File: config.mk
export PLATFORM = sky130hd
export DESIGN_NAME = packetizer_da_arbiter
export DESIGN_NICKNAME = d
export VERILOG_FILES = /design/src/rtl/packetizer_da_arbiter.sv
export SDC_FILE = /design/constraint.sdc
export NUM_CORES = 1
export LEC_CHECK = 0
export ABC_CLOCK_PERIOD_IN_PS = 5200
export CAP_MARGIN = 20
export CORE_AREA = 10 10 83 85
export DETAILED_ROUTE_END_ITERATION = 10
export DIE_AREA = 0 0 93 95
export PLACE_DENSITY = 0.72
export SYNTH_ARGS = -nofsm -noshare
export SYNTH_HDL_FRONTEND = slang
export SYNTH_SLANG_ARGS = --single-unit
File: constraint.sdc
create_clock -name clk -period 5.2 [get_ports clk]
set_input_delay 1.3 -clock clk [delete_from_list [all_inputs] [get_ports clk]]
set_output_delay 1.3 -clock clk [all_outputs]
set_load 0.05 [all_outputs]
File: src/rtl/packetizer_da_arbiter.sv
// packetizer_da_arbiter: round-robin arbiter with bounded bursts feeding one packetizer_da injection port
// through a single registered pipeline stage.
module packetizer_da_arbiter #(
   parameter int NUM_PORTS        = 4,
   parameter int ADDRESS_WIDTH    = 4,
   parameter int VC_ADDRESS_WIDTH = 1,
   parameter int WIDTH_IN         = 12,
   parameter int MAX_BURST        = 4
) (
   input  logic                                   clk,
   input  logic                                   rst,
   input  logic [NUM_PORTS*WIDTH_IN-1:0]          data_in,
   input  logic [NUM_PORTS*ADDRESS_WIDTH-1:0]     dst_in,
   input  logic [NUM_PORTS*VC_ADDRESS_WIDTH-1:0]  vc_in,
   input  logic [NUM_PORTS-1:0]                   valid_in,
   output logic [NUM_PORTS-1:0]                   ready_out,
   output logic [WIDTH_IN-1:0]                    data_out,
   output logic [ADDRESS_WIDTH-1:0]               dst_out,
   output logic [VC_ADDRESS_WIDTH-1:0]            vc_out,
   output logic                                   valid_out,
   input  logic                                   ready_in,
   output logic [NUM_PORTS-1:0]                   grant_out
);
   localparam int PW = $clog2(NUM_PORTS);
   localparam int CW = $clog2(MAX_BURST + 1);
   localparam logic [CW-1:0] MB = CW'(MAX_BURST);

   if (NUM_PORTS < 2 || MAX_BURST < 1) begin : g_bad_params
      $fatal(1, "packetizer_da_arbiter: NUM_PORTS must be >=2 and MAX_BURST >=1");
   end

   logic [PW-1:0]               r_last;
   logic [CW-1:0]               r_cnt;
   logic [PW-1:0]               w_sel;
   logic                        w_any;
   logic                        w_load_en;
   logic [WIDTH_IN-1:0]         w_data;
   logic [ADDRESS_WIDTH-1:0]    w_dst;
   logic [VC_ADDRESS_WIDTH-1:0] w_vc;

   assign w_any     = |valid_in;
   assign w_load_en = !valid_out || ready_in;
   assign grant_out = w_any ? NUM_PORTS'(1) << w_sel : '0;
   assign ready_out = grant_out & {NUM_PORTS{w_load_en && !rst}};

   // Descending loop: the nearest valid port after r_last wins, r_last itself last.
   // cnt==0 only right after reset, so it never counts as an open burst.
   always_comb begin
      logic [PW-1:0] v_idx;
      w_sel = r_last;
      for (int k = NUM_PORTS; k >= 1; k--) begin
         v_idx = PW'((int'(r_last) + k) % NUM_PORTS);
         if (valid_in[v_idx]) w_sel = v_idx;
      end
      if (valid_in[r_last] && r_cnt != '0 && r_cnt < MB) w_sel = r_last;
   end

   always_comb begin
      w_data = '0;
      w_dst  = '0;
      w_vc   = '0;
      for (int i = 0; i < NUM_PORTS; i++) begin
         if (w_sel == PW'(i)) begin
            w_data = data_in[i*WIDTH_IN +: WIDTH_IN];
            w_dst  = dst_in[i*ADDRESS_WIDTH +: ADDRESS_WIDTH];
            w_vc   = vc_in[i*VC_ADDRESS_WIDTH +: VC_ADDRESS_WIDTH];
         end
      end
   end

   always_ff @(posedge clk or posedge rst) begin
      if (rst) begin
         valid_out <= 1'b0;
         data_out  <= '0;
         dst_out   <= '0;
         vc_out    <= '0;
         r_last    <= PW'(NUM_PORTS - 1);
         r_cnt     <= '0;
      end else if (w_load_en) begin
         valid_out <= w_any;
         if (w_any) begin
            data_out <= w_data;
            dst_out  <= w_dst;
            vc_out   <= w_vc;
            r_cnt    <= (w_sel == r_last && r_cnt < MB) ? r_cnt + CW'(1) : CW'(1);
            r_last   <= w_sel;
         end
      end
   end
endmodule

==> impl_metrics.tcl, run 1 <==
set metrics [dict create \
    synth-edff-count 0 \
    grt_max_degree 36 \
    cts.sink_count 23 \
    postPlaceCellArea_mm2 0.00282 \
    critPathKind "in -> out" \
    grt.total_usage 0.122 \
    yosys.area.top_type "dfrtp_1" \
    hold_violations 0 \
    ff_latch_area_um2 578 \
    ys_seq_elements 23 \
    core-area_mm2 0.00534 \
    startpoint "valid_in[2]" \
    numPortBuffers 100 \
    yosys.area.top_type_share 0.298 \
    cts-root-buf "clkbuf_8" \
    first_pass_iters 4 \
    rsz0062_at_grt "false" \
    vias 1633 \
    endpoint_kind "output pin" \
    synthCells 166 \
    rows 27 \
    finalSetupViolCount 0 \
    die_area_mm2 0.00884 \
    tightest_slew_ps 877 \
    ys_warn_count 0 \
    cts_buffers 3 \
    first_global_vias 1787 \
    drc 0 \
    ir_drop_mv 0.514 \
    status "finished clean" \
    ys.flop_type "dfrtp_1" \
    antenna_found_initial 0 \
    die_w_um 93 \
    multi_input_area_mm2 0.00106 \
    dp_hpwl_mm 4.31 \
    clk_latency_ps 260 \
    dp.cells 330 \
    fmax_mhz 207 \
    fp.dieH_um 95 \
    timing.rr.end "dst_out[1]" \
    arrival_ps 3530 \
    final_area_mm2 0.00287 \
    crit_end "ready_out[2]" \
    antenna_cells 0 \
    synth.yosys.seq_area_share 0.327 \
    area_growth_pct 62.4 \
    yosys.cell_types.count 44 \
    relSlewSlack 0.415 \
    wire_per_inst_um 16.6 \
    leakage_nw 1.21 \
    rrSetupSlack_ps 2570 \
    syn_area_per_cell_um2 10.6 \
    worstRegToRegCells 5 \
    ant_nets 0 \
    cts.repair.resized 0 \
    fin_cells 334 \
    min_path_type "reg -> reg" \
    clockBufferDepth 2 \
    htree_levels 1 \
    p_per_area_mw_per_mm2 588 \
    drive_gt1_frac 0.172 \
    async_flop_share 1.00 \
    drt-total-wl_mm 5.55 \
    nets 340 \
    fin_crit_sh 0.929 \
    yosys-top-cells-count "35 x mux2i_1, 23 x nand2_1, 21 x dfrtp_1" \
    drtIter0Drc 50 \
    slew_viol_final 0 \
    start_kind "input port" \
    syn-cell-area_mm2 0.00177 \
    start_util 0.331 \
    ios 101 \
    synth.most_common_cell "mux2i_1" \
    worst-path-max-fanout 7 \
    vias_per_cell 4.89 \
    hold_buffers 0 \
    cts_tree "done" \
    gp_congestion 0.807 \
    worstReg2RegStart "r_last[0]" \
    path_clk_slew_ps 80 \
    maxCapViolations 0 \
    fin_setup_tns_ps 0 \
    fin_skew_ps 3.64 \
    period_minus_slack_ps 4830 \
    required_ps 3900 \
    grt_pass1_wl_mm 8.80 \
    num-fill-cells 519 \
    synth.area.top_cells "dfrtp_1 30%, mux2i_1 20%, o221ai_2 8.5%, nand2_1 4.9%, o221ai_1 3.5%" \
    postCtsSetupBuffers 0 \
    syn_nets 243 \
    overflow 0 \
]
## routing by layer
layer,vias to the layer above,global-route usage,wire length [µm]
li1,814,-,-
met1,758,0.135,2270
met2,57,0.208,2710
met3,4,0.0579,521
met4,0,0.0308,40
met5,-,0,0
## stage by stage
step                      hold WS [ps]  worst slack [ps]  utilization  power [mW]
after global placement             471               417        0.529        1.57
final                              496               367        0.537        1.69
after detailed placement           473               382        0.529        1.59
after floorplan                    467               144            -        1.26
after CTS                          502               374        0.537        1.71
after global routing               523               240        0.537        1.80
## state kept, by name (all words and copies together), names as in the netlist
name,flops
data_out,12
dst_out,4
r_cnt,3
r_last,2
valid_out,1
vc_out,1
## area by class of cell
class | instances | share of cell area
timing repair buffer | 105 | 0.377
sequential | 23 | 0.202
clock inverter | 1 | 0.00175
inverter | 4 | 0.00524
clock buffer | 3 | 0.0144
tap | 72 | 0.0314
multi-input combinational | 126 | 0.369
## layout by cell type (no fill, tap or decap), drive strengths merged, types with 2 or more instances in the layout
master | netlist | routed
nand2b | 3 | 3
nor3 | 3 | 3
buf | 11 | 13
nor2 | 2 | 2
clkbuf | 2 | 3
dfstp | 2 | 2
a22o | 2 | 2
nor4 | 4 | 4
a21oi | 5 | 5
o221ai | 17 | 17
or2 | 5 | 5
a21o | 2 | 2
and4 | 2 | 2
o21ai | 2 | 2
and3 | 2 | 2
clkdlybuf4s50 | 0 | 92
nand2 | 24 | 24
mux2i | 36 | 36
dfrtp | 21 | 21
ha | 2 | 2
inv | 4 | 4
or2b | 4 | 4
## worst max-delay path: stages
cell             delay [ps]
clkdlybuf4s50_1         520
mux2i_2                 240
a21oi_2                 120
a211o_1                 360
or2_2                   340
nor4_1                  440
buf_12                  200
## power by group
| part | leakage (nW) | switching (mW) | internal (mW) |
|---|---|---|---|
| combinational | 0.912 | 0.733 | 0.504 |
| sequential | 0.276 | 0.0711 | 0.268 |
| clock | 0.0255 | 0.0576 | 0.0535 |
## worst min path at each step
stage / start / endpoint / slack (ps) / depth (start not counted)
after floorplan: r_cnt[0] / r_cnt[0] / 470 / 1
after global placement: data_out[9] / data_out[9] / 470 / 2
after detailed placement: data_out[2] / data_out[2] / 470 / 2
after CTS: data_out[2] / data_out[2] / 500 / 2
after global routing: data_out[2] / data_out[2] / 520 / 2
final: data_out[2] / data_out[2] / 500 / 2
## cell families (layout without fill, tap and decap cells)
| kind of cell | Yosys count | in the layout | synth area share |
|---|---|---|---|
| DFF | 23 | 23 | 0.327 |
| AOI/OAI and AO/OA | 34 | 34 | 0.201 |
| muxes | 36 | 36 | 0.206 |
| buffers and inverters | 17 | 113 | 0.0836 |
| adders and majority gates | 2 | 2 | 0.0142 |
| and+or+nand+nor | 54 | 54 | 0.167 |
Power figures use the tool's default switching activity.
==> inputs of run 2 (changes only) <==
--- a/config.mk
+++ b/config.mk
@@ -10,6 +10,7 @@
 export CORE_AREA = 10 10 83 85
 export DETAILED_ROUTE_END_ITERATION = 10
 export DIE_AREA = 0 0 93 95
+export GPL_TIMING_DRIVEN = 1
 export PLACE_DENSITY = 0.72
 export SYNTH_ARGS = -nofsm -noshare
 export SYNTH_HDL_FRONTEND = slang
==> results of run 2 <==
Same layout as run 1: the final DEF is identical, and so are final timing and power.
==> inputs of run 3 (changes only) <==
--- a/config.mk
+++ b/config.mk
@@ -7,11 +7,12 @@
 export LEC_CHECK = 0
 export ABC_CLOCK_PERIOD_IN_PS = 5200
 export CAP_MARGIN = 20
-export CORE_AREA = 10 10 83 85
+export CORE_AREA = 10 10 76 78
+export CTS_CLUSTER_DIAMETER = 120
 export DETAILED_ROUTE_END_ITERATION = 10
-export DIE_AREA = 0 0 93 95
+export DIE_AREA = 0 0 86 88
 export GPL_TIMING_DRIVEN = 1
-export PLACE_DENSITY = 0.72
+export PLACE_DENSITY = 0.86
 export SYNTH_ARGS = -nofsm -noshare
 export SYNTH_HDL_FRONTEND = slang
 export SYNTH_SLANG_ARGS = --single-unit
==> impl_metrics.tcl, run 3 (same netlist as run 1, synthesis figures left out) <==
set metrics [dict create \
    status "finished clean" \
    tightest_slew_ps 1100 \
    grt_pass1_wl_mm 8.80 \
    die_w_um 86 \
    worst_slack_ps 349 \
    antenna_cells 0 \
    first_global_vias 1726 \
    vias 1658 \
    layout_common_cells "92 x clkdlybuf4s50_1, 35 x mux2i_1, 23 x nand2_1" \
    seq_power_share 0.195 \
    rows 24 \
    finalSetupViolCount 0 \
    arrival_ps 3550 \
    fmax_mhz 206 \
    fin_setup_tns_ps 0 \
    cts-root-buf "clkbuf_8" \
    grt_max_degree 23 \
    die_area_mm2 0.00757 \
    endpoint_kind "output pin" \
    swShare 0.500 \
    core-area_mm2 0.00429 \
    required_ps 3900 \
    p_per_area_mw_per_mm2 604 \
    comb_power_share 0.743 \
    cts_buffers 3 \
    vias_per_cell 5.30 \
    ant_nets 0 \
    leakage_nw 1.22 \
    htree_levels 1 \
    num-fill-cells 346 \
    period_minus_slack_ps 4850 \
    ir_drop_mv 0.344 \
    cts.repair.resized 0 \
    min_path_type "reg -> reg" \
    drt-total-wl_mm 5.67 \
    overflow 0 \
    regMostFlops "data_out" \
    ff_latch_area_um2 578 \
    cts.sink_count 23 \
    dp_hpwl_mm 4.70 \
    start_util 0.411 \
    worst-path-max-fanout 22 \
    final_common_cell "clkdlybuf4s50_1" \
    relSlewSlack 0.264 \
    clk_latency_ps 260 \
    totalPowerFinal_mw 1.73 \
    multi_input_area_mm2 0.00106 \
    area_growth_pct 62.7 \
    cts_tree "done" \
    internal_power_uw 867 \
    drtIter0Drc 101 \
    numPortBuffers 100 \
    first_pass_iters 4 \
    reg_top3 "data_out x12, dst_out x4, r_cnt x3" \
    p_clk_frac 0.062 \
    grt.total_usage 0.142 \
    rsz0062_at_grt "false" \
    slew_viol_final 0 \
    gp_congestion 0.785 \
    hold_violations 0 \
    path_clk_slew_ps 70 \
    fin_crit_sh 0.933 \
    critPathKind "in -> out" \
    fin_util 0.669 \
    nets 339 \
    start_kind "input port" \
    ios 101 \
    drive_gt1_frac 0.165 \
    clockBufferDepth 2 \
    fin_skew_ps 3.54 \
    antenna_found_initial 0 \
    maxCapViolations 0 \
    fp.dieH_um 88 \
    hold_buffers 0 \
    p_sw_uw 866 \
    drc 0 \
    pre_cts_slack_ps 325 \
    postCtsSetupBuffers 0 \
    wire_per_inst_um 18.1 \
    largest_reg_flops 12 \
]
==> run 3: cell types whose count changed in the layout (fill, tap and decap cells not counted), sizes merged <==
cell / delta
buf: -1
clkbuf: +1
clkinv: -1
==> run 3: power by group through the flow <==
stage,registers (mW),logic [mW],clock network [mW]
after floorplan,0.542,0.723,0
after global placement,0.336,1.29,0
after detailed placement,0.339,1.31,0
after CTS,0.337,1.31,0.111
after global routing,0.351,1.36,0.118
final,0.338,1.29,0.108
==> run 3: per-stage QoR <==
step / instance area (µm²) / hold WS (ps) / instances
floorplan: 1770 / 467 / 166
global placement: 2830 / 469 / 309
detailed placement: 2830 / 470 / 309
CTS: 2870 / 494 / 313
global route: 2870 / 524 / 313
finish: 2870 / 490 / 313
==> run 3: critical path: stages <==
cell	delay, ps
clkdlybuf4s50_1	630
mux2i_1	190
o311ai_4	910
and4_1	370
buf_12	150
==> run 3: final cells by class <==
class	count	area share
clock buffers	4	0.0157
inverters	4	0.00523
multi-input cells	126	0.368
flip-flops and latches	23	0.201
well taps	52	0.0227
repair buffers	104	0.387
==> run 3: final timing paths <==
check	slack, ps	depth (start not counted)	startpoint	to
max	350	5	valid_in[1]	ready_out[0]
min	490	2	data_out[11]	data_out[11]
max reg2reg	2220	7	r_cnt[0]	data_out[0]
min reg2reg	490	2	data_out[11]	data_out[11]
max in group asynchronous	3230	3	rst	data_out[3]
min in group asynchronous	1420	2	rst	r_cnt[2]
==> run 3: routing by layer <==
layer  share of wire  vias to the layer above  GRT usage
li1                -                      817          -
met1            0.41                      767      0.157
met2            0.49                       68      0.250
met3           0.090                        6     0.0557
met4           0.013                        0     0.0344
met5               0                        -          0
==> variant 1: new RTL, settings of run 1 <==
`MAX_BURST`: 4 -> 2.
--- a/src/rtl/packetizer_da_arbiter.sv
+++ b/src/rtl/packetizer_da_arbiter.sv
@@ -7,3 +7,3 @@
    parameter int WIDTH_IN         = 12,
-   parameter int MAX_BURST        = 4
+   parameter int MAX_BURST        = 2
 ) (
Check against the original RTL: not equivalent (Yosys sat finds a counterexample within 4 cycles, from zero or initial values and one cycle with rst high).
==> variant 1 against run 1 <==
Global-route usage shrank 0.41 points. Worst hold slack lost 0.0056 ns. Sequential power shrank 5%. Power grew 13%. Final area shrank 5.8%. Synthesized area shrank 12%. Worst setup slack gained 0.064 ns. Routed wire length shrank 0.67%. Die area is the same. Combinational power grew 18%. Utilization shrank 3.1 points. Sequential cell count shrank 1. Sequential share of layout area grew 0.31 points. Largest power group unchanged.
==> variant 1: results (changes against run 1) <==
metric;value;unit;change
run status;finished clean;;unchanged
Net Sw Frac;51.2;%;was 51.1%
worst hold slack;0.490;ns;was 0.496 ns
detailed placer's ending HPWL;4460;µm;was 4310 µm
hold_sp;data_out[11]$_DFFE_PP0P_;;was data_out[2]$_DFFE_PP0P_
part of the power in the clock network;6.4;%;was 6.6%
post-layout util;50.6;%;was 53.7%
GR Util All Layers;11.8;%;was 12.2%
R2R Setup Slk;2.54;ns;was 2.57 ns
share of cells above drive strength 1;8.98;%;was 17.2%
largest net degree at the start of global routing;23;;was 36
Yosys cell types;36;;was 44
Post-Synth XOR/XNOR Area;1.13;%;was 0%
top flop regs;data_out: 12 flops, dst_out: 4 flops;;was data_out: 12 flops, dst_out: 4 flops, r_cnt: 3 flops
M2 GR Usage;20.3;%;was 20.8%
WL met2;2840;µm;was 2710 µm
final clock skew;0.00267;ns;was 0.00364 ns
Hold EP;data_out[11]$_DFFE_PP0P_;;was data_out[2]$_DFFE_PP0P_
crit-path leading delay family;buffers and inverters;;was simple AND/OR/NAND/NOR gates
r2r endpoint;vc_out$_DFFE_PP0P_;;was dst_out[1]$_DFFE_PP0P_
initial DRC count;60;;was 50
cell-internal power;0.928;mW;was 0.825 mW
Hold Path Class;reg -> reg;;unchanged
Mapped Nets;236;;was 243
via count;1598;;was 1633
Post-DP Area;2650;µm²;was 2820 µm²
pre-CTS setup slack;0.413;ns;was 0.382 ns
synth top area cells;dfrtp_1 (32%), mux2i_1 (23%), o221ai_1 (9.6%);;was dfrtp_1 (30%), mux2i_1 (20%), o221ai_2 (8.5%)
met3 routed WL;394;µm;was 521 µm
number of global-route vias before repair;1663;;was 1787
Placer Congestion;0.863;;was 0.807
first-pass GRT wire length;8430;µm;was 8800 µm
total wire length;5510;µm;was 5550 µm
Compound-Gate Fraction of Synth Area;18.4;%;was 20.1%
Seq/Total Area, Yosys;35.6;%;was 32.7%
Synth Instances;160;;was 166
wl on met1;2220;µm;was 2270 µm
arrival time worst endpoint;3.47;ns;was 3.53 ns
final non-filler cell total;328;;was 334
Leak Pwr;1.16;nW;was 1.21 nW
DP Cell Count;324;;was 330
slew margin rel.;40.8;%;was 41.5%
grt met1 use;13.8;%;was 13.5%
-- variant 1: changes by cell type after synthesis, sizes merged, moves of 3 or more --
| cell | run 1 | this run |
|---|---|---|
| a31oi | 0 | 3 |
| or2 | 5 | 1 |
| buf | 11 | 7 |
| or2b | 4 | 0 |
| clkbuf | 2 | 5 |
-- variant 1: how the worst max path moves through the flow --
stage                     cells after the start        start           end  slack, ns
after floorplan                               7  valid_in[3]  ready_out[0]       0.11
after global placement                        7  valid_in[3]  ready_out[1]       0.46
after detailed placement                      7  valid_in[3]  ready_out[1]       0.41
after CTS                                     7  valid_in[3]  ready_out[1]       0.41
after global routing                          7  valid_in[3]  ready_out[1]       0.28
final                                         7  valid_in[3]  ready_out[1]       0.43
-- variant 1: cell type report --
class	instances	share of cell area (%)
Inverter	5	0.694
Timing Repair Buffer	104	39.7
Tap cell	72	3.33
Multi-Input combinational cell	121	33.8
Clock buffer	4	2.04
Sequential cell	22	20.5
==> variant 2: new RTL, flow settings as in run 1 <==
Made on the original files. Make the reset (`rst`) synchronous in one clocked block.
--- a/src/rtl/packetizer_da_arbiter.sv
+++ b/src/rtl/packetizer_da_arbiter.sv
@@ -70,3 +70,3 @@
 
-   always_ff @(posedge clk or posedge rst) begin
+   always_ff @(posedge clk) begin
       if (rst) begin
Function: differs if rst is asserted again (counterexample within 4 cycles, from zero or initial values and one cycle with rst high); with rst held inactive, the same outputs for 4 cycles.
==> variant 2 against run 1 <==
Synthesized area rose by 16%. Synthesized cell count rose by 54%. Routed wire length rose by 35%. Critical path depth rose by 1. Sequential cell count did not move. Die area did not move. Worst setup slack got worse by 0.13 ns. Power fell by 29%. Worst hold slack improved by 0.0081 ns. Final area rose by 12%.
==> variant 2: results (changes against run 1) <==
metric;value;unit;change
Mapped Nets;333;;was 243
Hold EP;dst_out[0]$_SDFFE_PP0P_;;was data_out[2]$_DFFE_PP0P_
Slew @ Worst Pin;0.803;ns;was 0.877 ns
list of most frequent post-synthesis cells;nor2_1 (29), dfxtp_1 (23), a211oi_1 (16), nand2_1 (16), a21oi_1 (13);;was mux2i_1 (35), nand2_1 (23), dfrtp_1 (21)
worst hold slack;0.504;ns;was 0.496 ns
M2 GR Usage;25.1;%;was 20.8%
grt met1 use;23.4;%;was 13.5%
final non-filler cell total;425;;was 334
Seq/Total Area, Yosys;22.5;%;was 32.7%
Placer Congestion;0.843;;was 0.807
WL met2;3180;µm;was 2710 µm
Post-synth ARST share;0;%;was 100%
Top FF cell, synth;dfxtp_1;;was dfrtp_1
largest net degree at the start of global routing;22;;was 36
R2R Setup Slk;2.46;ns;was 2.57 ns
met3 routed WL;584;µm;was 521 µm
r2r endpoint;data_out[6]$_SDFFE_PP0P_;;was dst_out[1]$_DFFE_PP0P_
wl on met1;3660;µm;was 2270 µm
pre-CTS setup slack;0.240;ns;was 0.382 ns
number of global-route vias before repair;2358;;was 1787
share of cells above drive strength 1;13.3;%;was 17.2%
total wire length;7490;µm;was 5550 µm
DP Cell Count;421;;was 330
synth top area cells;dfxtp_1 (23%), a211oi_1 (5.9%), nor2_1 (5.3%);;was dfrtp_1 (30%), mux2i_1 (20%), o221ai_2 (8.5%)
first-pass GRT wire length;12200;µm;was 8800 µm
run status;finished clean;;unchanged
clock latency at the later pin of the worst-skew pair;0.28;ns;was 0.26 ns
mux share of post-synthesis cell area;5.69;%;was 20.6%
maximum vdd drop;242;µV;was 514 µV
Via density;5.66;;was 4.89
maximum fanout along the worst path;11;;was 7
Compound-Gate Fraction of Synth Area;33.9;%;was 20.1%
Fmax achieved;201;MHz;was 207 MHz
cell-internal power;0.613;mW;was 0.825 mW
hold_sp;dst_out[0]$_SDFFE_PP0P_;;was data_out[2]$_DFFE_PP0P_
GR Util All Layers;16.6;%;was 12.2%
[variant 2: power by group through the flow]
| stage | clock (mW) | combinational (mW) | sequential, mW |
|---|---|---|---|
| 6_report | 0.120 | 0.821 | 0.257 |
| 3_3_place_gp | 0 | 0.817 | 0.259 |
| 3_5_place_dp | 0 | 0.822 | 0.260 |
| 5_1_grt | 0.130 | 0.880 | 0.263 |
| 2_1_floorplan | 0 | 0.420 | 0.376 |
| 4_1_cts | 0.125 | 0.825 | 0.257 |
[variant 2: critical path: cells and delay by family]
| family | cells | cell delay [ns] |
|---|---|---|
| AOI/OAI and AO/OA | 1 | 0.20 |
| buffers and inverters | 2 | 0.78 |
| muxes | 1 | 0.37 |
| and+or+nand+nor | 4 | 1.00 |
[variant 2: area by class of cell]
class | instances | area, µm²
sequential | 23 | 460
clock inverter | 1 | 5.00
clock buffer | 3 | 41.3
fill | 512 | 2120
tap | 72 | 90.1
multi-input combinational | 210 | 1440
inverter | 3 | 11.3
timing repair buffer | 113 | 1170
